## config.mk

```make
export PLATFORM = sky130hd
export DESIGN_NAME = inst_fetch_ctrl
export DESIGN_NICKNAME = d
export VERILOG_FILES = /design/src/rtl/inst_fetch_ctrl.sv
export SDC_FILE = /design/constraint.sdc
export NUM_CORES = 1
export LEC_CHECK = 0
export BUFFER_PORTS_ARGS = -buffer_cell sky130_fd_sc_hd__buf_4
export CAP_MARGIN = 20
export CORE_MARGIN = 1
export CORE_UTILIZATION = 43
export CTS_BUF_LIST = sky130_fd_sc_hd__clkbuf_4
export CTS_CLUSTER_SIZE = 12
export DETAILED_ROUTE_END_ITERATION = 10
export GPL_ROUTABILITY_DRIVEN = 0
export PLACE_DENSITY_LB_ADDON = 0.25
export SETUP_SLACK_MARGIN = 0.05
export SYNTH_ARGS = -nofsm -noshare
export SYNTH_HDL_FRONTEND = slang
export SYNTH_SLANG_ARGS = --single-unit
```

## constraint.sdc

```tcl
create_clock -name clk -period 1.9 [get_ports clk]
set_clock_uncertainty 0.05 [all_clocks]
set_input_delay 0.19 -clock clk [delete_from_list [all_inputs] [get_ports clk]]
set_output_delay 0.19 -clock clk [all_outputs]
set_load 0.05 [all_outputs]
```

## src/rtl/inst_fetch_ctrl.sv

```systemverilog
// Instruction-fetch sequencer: owns the PC, addresses the instruction ROM and registers
// fetched words into a one-entry valid/ready stage. Optional J predecode: FETCH_J_PREDECODE_EN.
module inst_fetch_ctrl #(
    parameter int PC_W   = 5,
    parameter int INST_W = 32
) (
    input  logic              clk,
    input  logic              rst,
    output logic [PC_W-1:0]   pc_o,
    input  logic [INST_W-1:0] inst_i,
    output logic              if_valid,
    input  logic              if_ready,
    output logic [INST_W-1:0] if_inst,
    output logic [PC_W-1:0]   if_pc,
    input  logic              redirect_valid,
    input  logic [PC_W-1:0]   redirect_pc,
    input  logic              halt_req,
    output logic              halted
);

    typedef enum logic [1:0] {
        IDLE,
        RUN,
        DRAIN,
        HALTED
    } state_t;

    localparam logic [PC_W-1:0] PC_ONE = {{(PC_W-1){1'b0}}, 1'b1};

    state_t              state_q, state_d;
    logic [PC_W-1:0]     pc_q, pc_d;
    logic [PC_W-1:0]     seq_pc, next_pc;
    logic                valid_q, valid_d;
    logic [INST_W-1:0]   inst_q;
    logic [PC_W-1:0]     ipc_q;
    logic                free;
    logic                load;

    assign free   = !valid_q || if_ready;
    assign seq_pc = pc_q + PC_ONE;   // wraps modulo 2^PC_W by width

`ifdef FETCH_J_PREDECODE_EN
    // A J word redirects fetch at the fetch itself, so the target follows with no bubble.
    assign next_pc = (inst_i[31:26] == 6'b000010) ? inst_i[PC_W-1:0] : seq_pc;
`else
    assign next_pc = seq_pc;
`endif

    // NOTE: every variable gets a default before the case so no path leaves it
    // unassigned; otherwise synthesis infers a latch.
    always_comb begin
        state_d = state_q;
        pc_d    = pc_q;
        valid_d = valid_q && !if_ready;
        load    = 1'b0;
        case (state_q)
            IDLE: begin
                state_d = RUN;
                if (redirect_valid) pc_d = redirect_pc;
            end
            RUN: begin
                if (redirect_valid) begin
                    pc_d    = redirect_pc;
                    valid_d = 1'b0;
                    state_d = halt_req ? DRAIN : RUN;
                end else if (halt_req) begin
                    state_d = DRAIN;
                end else if (free) begin
                    load    = 1'b1;
                    valid_d = 1'b1;
                    pc_d    = next_pc;
                end
            end
            DRAIN: begin
                if (redirect_valid) begin
                    pc_d    = redirect_pc;
                    valid_d = 1'b0;
                    state_d = halt_req ? DRAIN : RUN;
                end else if (free) begin
                    valid_d = 1'b0;
                    state_d = HALTED;
                end
            end
            HALTED: begin
                valid_d = 1'b0;
                if (redirect_valid) begin
                    pc_d    = redirect_pc;
                    state_d = halt_req ? DRAIN : RUN;
                end
            end
            default: state_d = IDLE;
        endcase
    end

    // NOTE: sequential state uses non-blocking assignments so every register
    // samples pre-edge values regardless of statement order.
    always_ff @(posedge clk) begin
        if (rst) begin
            state_q <= IDLE;
            pc_q    <= '0;
            valid_q <= 1'b0;
            inst_q  <= '0;
            ipc_q   <= '0;
        end else begin
            state_q <= state_d;
            pc_q    <= pc_d;
            valid_q <= valid_d;
            if (load) begin
                inst_q <= inst_i;
                ipc_q  <= pc_q;
            end
        end
    end

    assign pc_o     = pc_q;
    assign if_valid = valid_q;
    assign if_inst  = inst_q;
    assign if_pc    = ipc_q;
    assign halted   = (state_q == HALTED);

endmodule

```

; After elaboration in Yosys (flattened, before gate mapping)
; Index checks and enable logic that the tools add are counted.
[totals]
ff_bits = 45
[op_classes]
add_sub_neg = 1
n_reduce_logical = 8
n_mux = 22
eq_ne = 9
[ops]
columns = operator, n
row1 = $mux W5, 4
row2 = $mux W2, 6
row3 = $ne A3 B3 Y1 const B, 4
row4 = $pmux W5 S2, 1
row5 = $mux W1, 9
row6 = $pmux W2 S4, 1
row7 = $reduce_and A3 Y1, 2
row8 = $add A5 B1 Y5 const B, 1
row9 = $eq A2 B2 Y1 const B, 2
row10 = $pmux W1 S3, 1
row11 = $reduce_or A3 Y1, 1
row12 = $eq A2 B1 Y1 const B, 1
row13 = $logic_not A1 Y1, 2
row14 = $logic_not A2 Y1, 1
row15 = $ne A2 B1 Y1 const B, 1
row16 = $ne A2 B2 Y1 const B, 1
row17 = $logic_and A1 B1 Y1, 1
row18 = $logic_or A1 B1 Y1, 1

; Longest topological paths before layout
; Gate-level depths: netlist of the first run.
[logic_depth]
depth_word = 6
depth_mapped = 6
ltp_nobuf = 4

; Worst setup path before layout of the first run
; No wires, ideal clock.
[synth_timing]
kind = flip-flop to flip-flop
startpoint = register valid_q, in the netlist if_valid
endpoint = register inst_q[5], in the netlist if_inst[5]
required_ns = 1.780
synth_period_minus_slack_ns = 1.723
path_buffers = 2
path_stages_with_launch = 6
t_arrival_ns = 1.602
setup_ns = 0.070
path_slack_ns = 0.177
cell_sequence = dfxtp_1 nor2b_1 buf_2 clkbuf_1 o31ai_2 a21oi_1
[synth_via]
elab_chain_cells = 6
[synth_lines]
columns = item, line_no
row1 = from (decl), 33  ; logic valid_q, valid_d;
row2 = from (signal assigned), 107  ; valid_q <= valid_d;
row3 = $logic_not A1 Y1, 39  ; assign free = !valid_q || if_ready;
row4 = $logic_or A1 B1 Y1, 39
row5 = $mux W1, 68  ; end else if (free) begin
row6 = $mux W1, 66  ; end else if (halt_req) begin
row7 = $mux W1, 62  ; if (redirect_valid) begin
row8 = $mux W1, 56  ; case (state_q)
row9 = to (signal assigned), 109  ; inst_q <= inst_i;
row10 = to (decl), 34  ; logic [INST_W-1:0] inst_q;
; Every way passes these cells.
; A chain may end at the register's enable or synchronous reset.

; Worst setup path in the final report of the first run
[layout_timing]
startpoint = register state_q[0]
endpoint = register inst_q[6], in the netlist if_inst[6]
[layout_via]
elab_chain_cells = 2
[layout_lines]
columns = item, line_no
row1 = from (decl), 30  ; state_t state_q, state_d;
row2 = from (signal assigned), 105  ; state_q <= state_d;
row3 = $eq A2 B1 Y1, 56
row4 = $mux W1, 56
; Every way passes these cells.

==> impl_metrics.yaml, run 1 <==
critical_path:
  timing.critical_path.slowest_stage_cell: "sky130_fd_sc_hd__or3b_2"
  reg2reg_depth: 4
  cp.required_ns: 2.08
  setup.worst_path.class: "reg2reg"
  crit_chain: "or3b_2, buf_4, o31ai_2, a21oi_1"
  regToRegSetupSlack_ns: 0.30
  crit_reg_reg_startpoint: "state_q[0]"
  worstSetupEndpointType: "flip-flop"
  worst_path_largest_cell_delay_ns: 0.48
  worstReg2RegEnd: "if_inst[6]"
  kind_of_start_point_of_the_critical_path: "flip-flop"
  worstPathArrival_ns: 1.78
  path_max_fanout: 18
finish:
  stdcell_count: 375
  layout.nets: 350
  antenna-diode-count: 0
  syn2layout_area_growth_pct: 31.9
  num-fill-cells: 454
  drive_above_1_share_pct: 42.2
  finalCoreUtilization_pct: 60.3
grt:
  number_of_global_route_vias_before_repair: 1967
  grt_util_all_layers_pct: 22.1
  grt_first_pass_wirelength_mm: 9.42
  grt-ovfl-total: 0
  grt_start_max_net_pins: 48
  initial_antenna_violation_count: 0
synth:
  ys_ff_latch: 45
  synth.net_count: 282
  syn-cell-area_mm2: 0.00220
  synth.largest_area_cell: "sky130_fd_sc_hd__dfxtp_1"
  synthFlopType: "sky130_fd_sc_hd__dfxtp_1"
  yosysSeqAreaShare_pct: 40.9
  yosys-top-cells-count: "sky130_fd_sc_hd__dfxtp_1, sky130_fd_sc_hd__a21oi_1, sky130_fd_sc_hd__nand4_1"
  syn-mean-instance-area_um2: 9.21
  count_of_flip_flops_with_a_built_in_enable_after_synthesis: 0
  synth-warning-count: 0
  synth.top_cells.by_area: "sky130_fd_sc_hd__dfxtp_1, sky130_fd_sc_hd__o31ai_2, sky130_fd_sc_hd__nand4_1"
  asyncSetResetFlopFracSynth_pct: 0
  postSynthCellCount: 239
  synth_largest_type_area_fraction_pct: 40.9
  yosys.cell_count.top_type: "sky130_fd_sc_hd__dfxtp_1"
  netlist-cell-type-count: 30
placement:
  dp.final_hpwl_mm: 3.87
  dpl.cell_count: 367
  port-buffer-count: 85
power_and_ir_drop:
  cellPowerDensity_mw_per_mm2: 664
  max-vdd-ir-drop_v: 0.000403
  p_leak_nw: 1.10
  design_power_total_mw: 1.93
sta:
  final-max-slew-violation-count: 0
  final_setup_viols: 0
  hold_viol_final: 0
  tns_ns: 0
  post-route-period-util_pct: 84.3
  worst_pin_slew_ns: 0.509
  maxSlewHeadroom_pct: 66.0
  post-route-min-period_ns: 1.60
  rsz0062_at_grt: "no"
  max_clock_freq_mhz: 625
clock_network:
  h_tree_lvls: 2
  cts_repair_resize_count: 0
  cts-buffers-inserted: 5
  tritoncts: "yes"
  cts.path.max_buffers: 2
  clkLatencyLatePin_ns: 0.35
  cts.root.buffer_cell: "sky130_fd_sc_hd__clkbuf_4"
  postCtsSetupBuffers: 0
  clk_transition_reported_paths_ns: 0.13
  hold_buffers: 0
  clock_sink_count: 45
worst_hold_path:
  min_path_type: "in2reg"
  min-delay-start: "inst_i[18]"
  holdPathEnd: "if_inst[18]"
  worst_hold_path.num_cells: 3
die:
  fp.dieW_um: 73.6
  initial_util_pct: 45.7
  ioPinCount: 86
  fp-row-count: 25
  core-area_mm2: 0.00482
  dieArea_mm2: 0.00541
  fp.dieH_um: 73.6
route:
  ant_nets: 0
  number_of_detailed_route_iterations_in_the_first_pass: 4
  drtIter0Drc: 152
  wire_per_inst_um: 15.8
  totalWireLength_mm: 5.92
  drcViolationCount: 0
  post_drt_via_cell_ratio: 5.87
  routed_via_count: 2202
run_status:
  run_status: "finished, final reports clean"
flow_run:
  max-cap-violations: 0
==> per-stage QoR <==
step	hold slack (ns)	setup WS, ns	area (µm²)
detailed placement	0.412	0.291	2850
finish	0.0296	0.299	2900
global route	0.0132	0.195	2900
floorplan	0.290	0.177	2200
global placement	0.407	0.325	2850
CTS	0.0173	0.300	2900
==> state kept, by name (all words and copies together), names as in the netlist <==
register  count
state_q       2
if_inst      32
pc_o          5
if_valid      1
if_pc         5
==> cell usage in the layout (no fill, tap or decap), types with 3 or more instances in the layout <==
cell type	n
sky130_fd_sc_hd__a21oi_1	42
sky130_fd_sc_hd__a311oi_1	4
sky130_fd_sc_hd__buf_4	96
sky130_fd_sc_hd__clkbuf_4	6
sky130_fd_sc_hd__dfxtp_1	45
sky130_fd_sc_hd__nand2_1	5
sky130_fd_sc_hd__nand2b_1	4
sky130_fd_sc_hd__nand4_1	39
sky130_fd_sc_hd__nor2_1	3
sky130_fd_sc_hd__o31ai_1	19
sky130_fd_sc_hd__o31ai_2	20
sky130_fd_sc_hd__o32ai_1	3
==> how the worst max path moves through the flow <==
stage | from | endpoint | cells past startpoint
floorplan | if_valid | if_inst[5] | 5
global placement | redirect_valid | if_inst[6] | 5
detailed placement | redirect_valid | pc_o[2] | 5
CTS | state_q[0] | pc_o[2] | 4
global route | state_q[0] | if_inst[6] | 4
finish | state_q[0] | if_inst[6] | 4
==> power breakdown <==
| part | total (mW) | switching, mW | leakage [nW] | internal (mW) |
|---|---|---|---|---|
| sequential | 1.01 | 0.0340 | 0.366 | 0.979 |
| combinational | 0.456 | 0.289 | 0.698 | 0.168 |
| clock | 0.459 | 0.303 | 0.0354 | 0.156 |
==> per-layer routing <==
layer / vias to the layer above / routed length, µm / GRT usage, %
li1: 1066 / - / -
met1: 1062 / 2680 / 30.0
met2: 70 / 2850 / 35.8
met3: 4 / 343 / 4.66
met4: 0 / 48 / 5.77
met5: - / 0 / 0
==> cell type report <==
cell class	count	area, µm²	area share, %
tap	67	83.8	2.89
sequential	45	901	31.0
clock inverter	2	10.0	0.345
multi-input combinational	156	1120	38.4
timing repair buffer	97	741	25.5
inverter	2	7.51	0.259
clock buffer	6	45.0	1.55
==> cells by family after synthesis <==
kind of cell	after synthesis	share of synthesized area, %
AOI/OAI and AO/OA	97	33.3
and+or+nand+nor	57	15.8
DFF	45	40.9
buffers and inverters	38	9.03
xor gates and xnor gates	1	0.398
adders and majority gates	1	0.568
==> worst max-delay path, delay by kind of cell (launching register included) <==
family,cells,cell delay (ns)
DFF,1,0.35
and+or+nand+nor,1,0.48
AOI/OAI and AO/OA,2,0.34
buffers and inverters,1,0.25
Power figures use the tool's default switching activity.
==> run 2: changes to the inputs <==
==> constraint.sdc (replaced) <==
create_clock -name clk -period 1.5 [get_ports clk]
set_clock_uncertainty 0.05 [all_clocks]
set_input_delay 0.15 -clock clk [delete_from_list [all_inputs] [get_ports clk]]
set_output_delay 0.15 -clock clk [all_outputs]
set_load 0.05 [all_outputs]
==> impl_metrics.yaml, run 2 (synthesis gave the netlist of run 1 again) <==
run_status:
  run_status: "finished, final reports clean"
grt:
  grt_first_pass_wirelength_mm: 10.5
  grt-ovfl-total: 0
  grt_start_max_net_pins: 41
  grt_util_all_layers_pct: 25.2
  initial_antenna_violation_count: 0
  number_of_global_route_vias_before_repair: 2155
placement:
  place_ws_ns: -0.0209
  dpl.cell_count: 371
  port-buffer-count: 85
  dp.final_hpwl_mm: 3.98
clock_network:
  cts-buffers-inserted: 5
  cts.path.max_buffers: 2
  clock_sink_count: 45
  clkLatencyLatePin_ns: 0.37
  clk_transition_reported_paths_ns: 0.14
  cts.root.buffer_cell: "sky130_fd_sc_hd__clkbuf_4"
  h_tree_lvls: 2
  tritoncts: "yes"
critical_path:
  worstSetupEndpointType: "flip-flop"
  worst_path_largest_cell_delay_ns: 0.41
  worstPathArrival_ns: 1.66
  kind_of_start_point_of_the_critical_path: "flip-flop"
  crit_chain: "or3b_4, buf_12, o31ai_2, a21oi_1"
  path_max_fanout: 24
  cp.required_ns: 1.71
  timing.critical_path.slowest_stage_cell: "sky130_fd_sc_hd__or3b_4"
  setup.worst_path.class: "reg2reg"
route:
  ant_nets: 0
  drcViolationCount: 0
  post_drt_via_cell_ratio: 5.79
  drtIter0Drc: 105
  routed_via_count: 2438
  dr.max_layer_used: "met4"
  detailroute.wirelength.met2_mm: 3.61
  routed-wl-met3_um: 371
  wire_per_inst_um: 17.0
  route.layer.met1.wl_mm: 3.09
  totalWireLength_mm: 7.16
  number_of_detailed_route_iterations_in_the_first_pass: 4
finish:
  final_cell_mix: "sky130_fd_sc_hd__buf_4, sky130_fd_sc_hd__a21oi_1, sky130_fd_sc_hd__nand4_1, sky130_fd_sc_hd__dfxtp_1, sky130_fd_sc_hd__dlygate4sd3_1"
  antenna-diode-count: 0
  layout.nets: 396
  syn2layout_area_growth_pct: 60.3
  final_common_cell: "sky130_fd_sc_hd__buf_4"
  drive_above_1_share_pct: 46.3
  largest_reg_flops: 32
  stdcell_count: 421
sta:
  final_setup_viols: 0
  post-route-period-util_pct: 96.5
  final-max-slew-violation-count: 0
  max_clock_freq_mhz: 691
  maxSlewHeadroom_pct: 64.8
  least_setup_slack_across_all_paths_after_layout_ns: 0.0530
  post-route-min-period_ns: 1.45
  rsz0062_at_grt: "yes"
  worst_pin_slew_ns: 0.527
  hold_viol_final: 0
die:
  initial_util_pct: 45.7
  ioPinCount: 86
  core-area_mm2: 0.00482
  fp.dieH_um: 73.6
  fp.dieW_um: 73.6
  dieArea_mm2: 0.00541
  fp-row-count: 25
power_and_ir_drop:
  cellPowerDensity_mw_per_mm2: 747
  max-vdd-ir-drop_v: 0.000511
  p_leak_nw: 1.34
worst_hold_path:
  min_path_type: "in2reg"
flow_run:
  max-cap-violations: 0
## run 2: cell types whose count changed in the layout (fill, tap and decap cells not counted), moves of 2 or more
| cell | change |
|---|---|
| sky130_fd_sc_hd__dfxtp_2 | +5 |
| sky130_fd_sc_hd__clkinvlp_4 | +2 |
| sky130_fd_sc_hd__clkinv_2 | -2 |
| sky130_fd_sc_hd__dfxtp_1 | -6 |
| sky130_fd_sc_hd__buf_6 | +4 |
| sky130_fd_sc_hd__dlygate4sd3_1 | +34 |
| sky130_fd_sc_hd__o31ai_2 | +12 |
| sky130_fd_sc_hd__buf_12 | +4 |
| sky130_fd_sc_hd__o31ai_1 | -13 |
| sky130_fd_sc_hd__buf_4 | +3 |
## run 2: per-stage QoR
step	hold slack (ns)	TNS [ns]	instance area (µm²)	power, mW	util, %
floorplan	0.254	0	2220	1.69	-
global placement	0.374	0	2920	1.90	60.7
detailed placement	0.376	-0.0633	2920	1.91	60.7
CTS	0.000707	0	3330	2.58	69.2
global route	0.0612	-0.0140	3530	2.75	73.3
finish	0.0722	0	3530	2.64	73.3
## run 2: metal layers
layer	vias to the layer above	global-route usage, %
li1	1155	-
met1	1193	32.1
met2	81	41.4
met3	9	6.58
met4	0	7.91
met5	-	0
## run 2: worst max-delay path, delay by kind of cell, from the launching register on
kind	cells	cell delay (ns)
DFF	1	0.36
and+or+nand+nor	1	0.41
AOI/OAI and AO/OA	2	0.32
buffers and inverters	1	0.19
## run 2: path summary, 6_finish.rpt
check	startpoint	end	slack [ns]	cells past startpoint
min	redirect_pc[2]	pc_o[2]	0.07	3
max	state_q[1]	if_inst[26]	0.05	4
max reg2reg	state_q[1]	if_inst[26]	0.05	4
min reg2reg	if_inst[6]	if_inst[6]	0.43	2
## run 2: cell type report
type / instances / area [µm²]
clock buffers: 6 / 45.0
multi-input cells: 156 / 1210
repair buffers: 143 / 1250
well taps: 67 / 83.8
clock inverters: 2 / 15.0
flip-flops and latches: 45 / 911
fillers: 380 / 1290
inverters: 2 / 7.51
## run 2: what timing repair did
item | in CTS | in global routing
resized for setup | 5 | 22
cloned | 0 | 1
hold buffers | 33 | 1
endpoints found under the hold margin | 33 | 1
buffers inserted | 0 | 7
pin swaps | 1 | 9
setup endpoints to repair | 41 | 42
## run 2: power breakdown
group / leakage (nW) / switching, mW / internal [mW]
Sequential: 0.368 / 0.0472 / 1.24
Clock: 0.0279 / 0.410 / 0.201
Combinational: 0.939 / 0.413 / 0.325
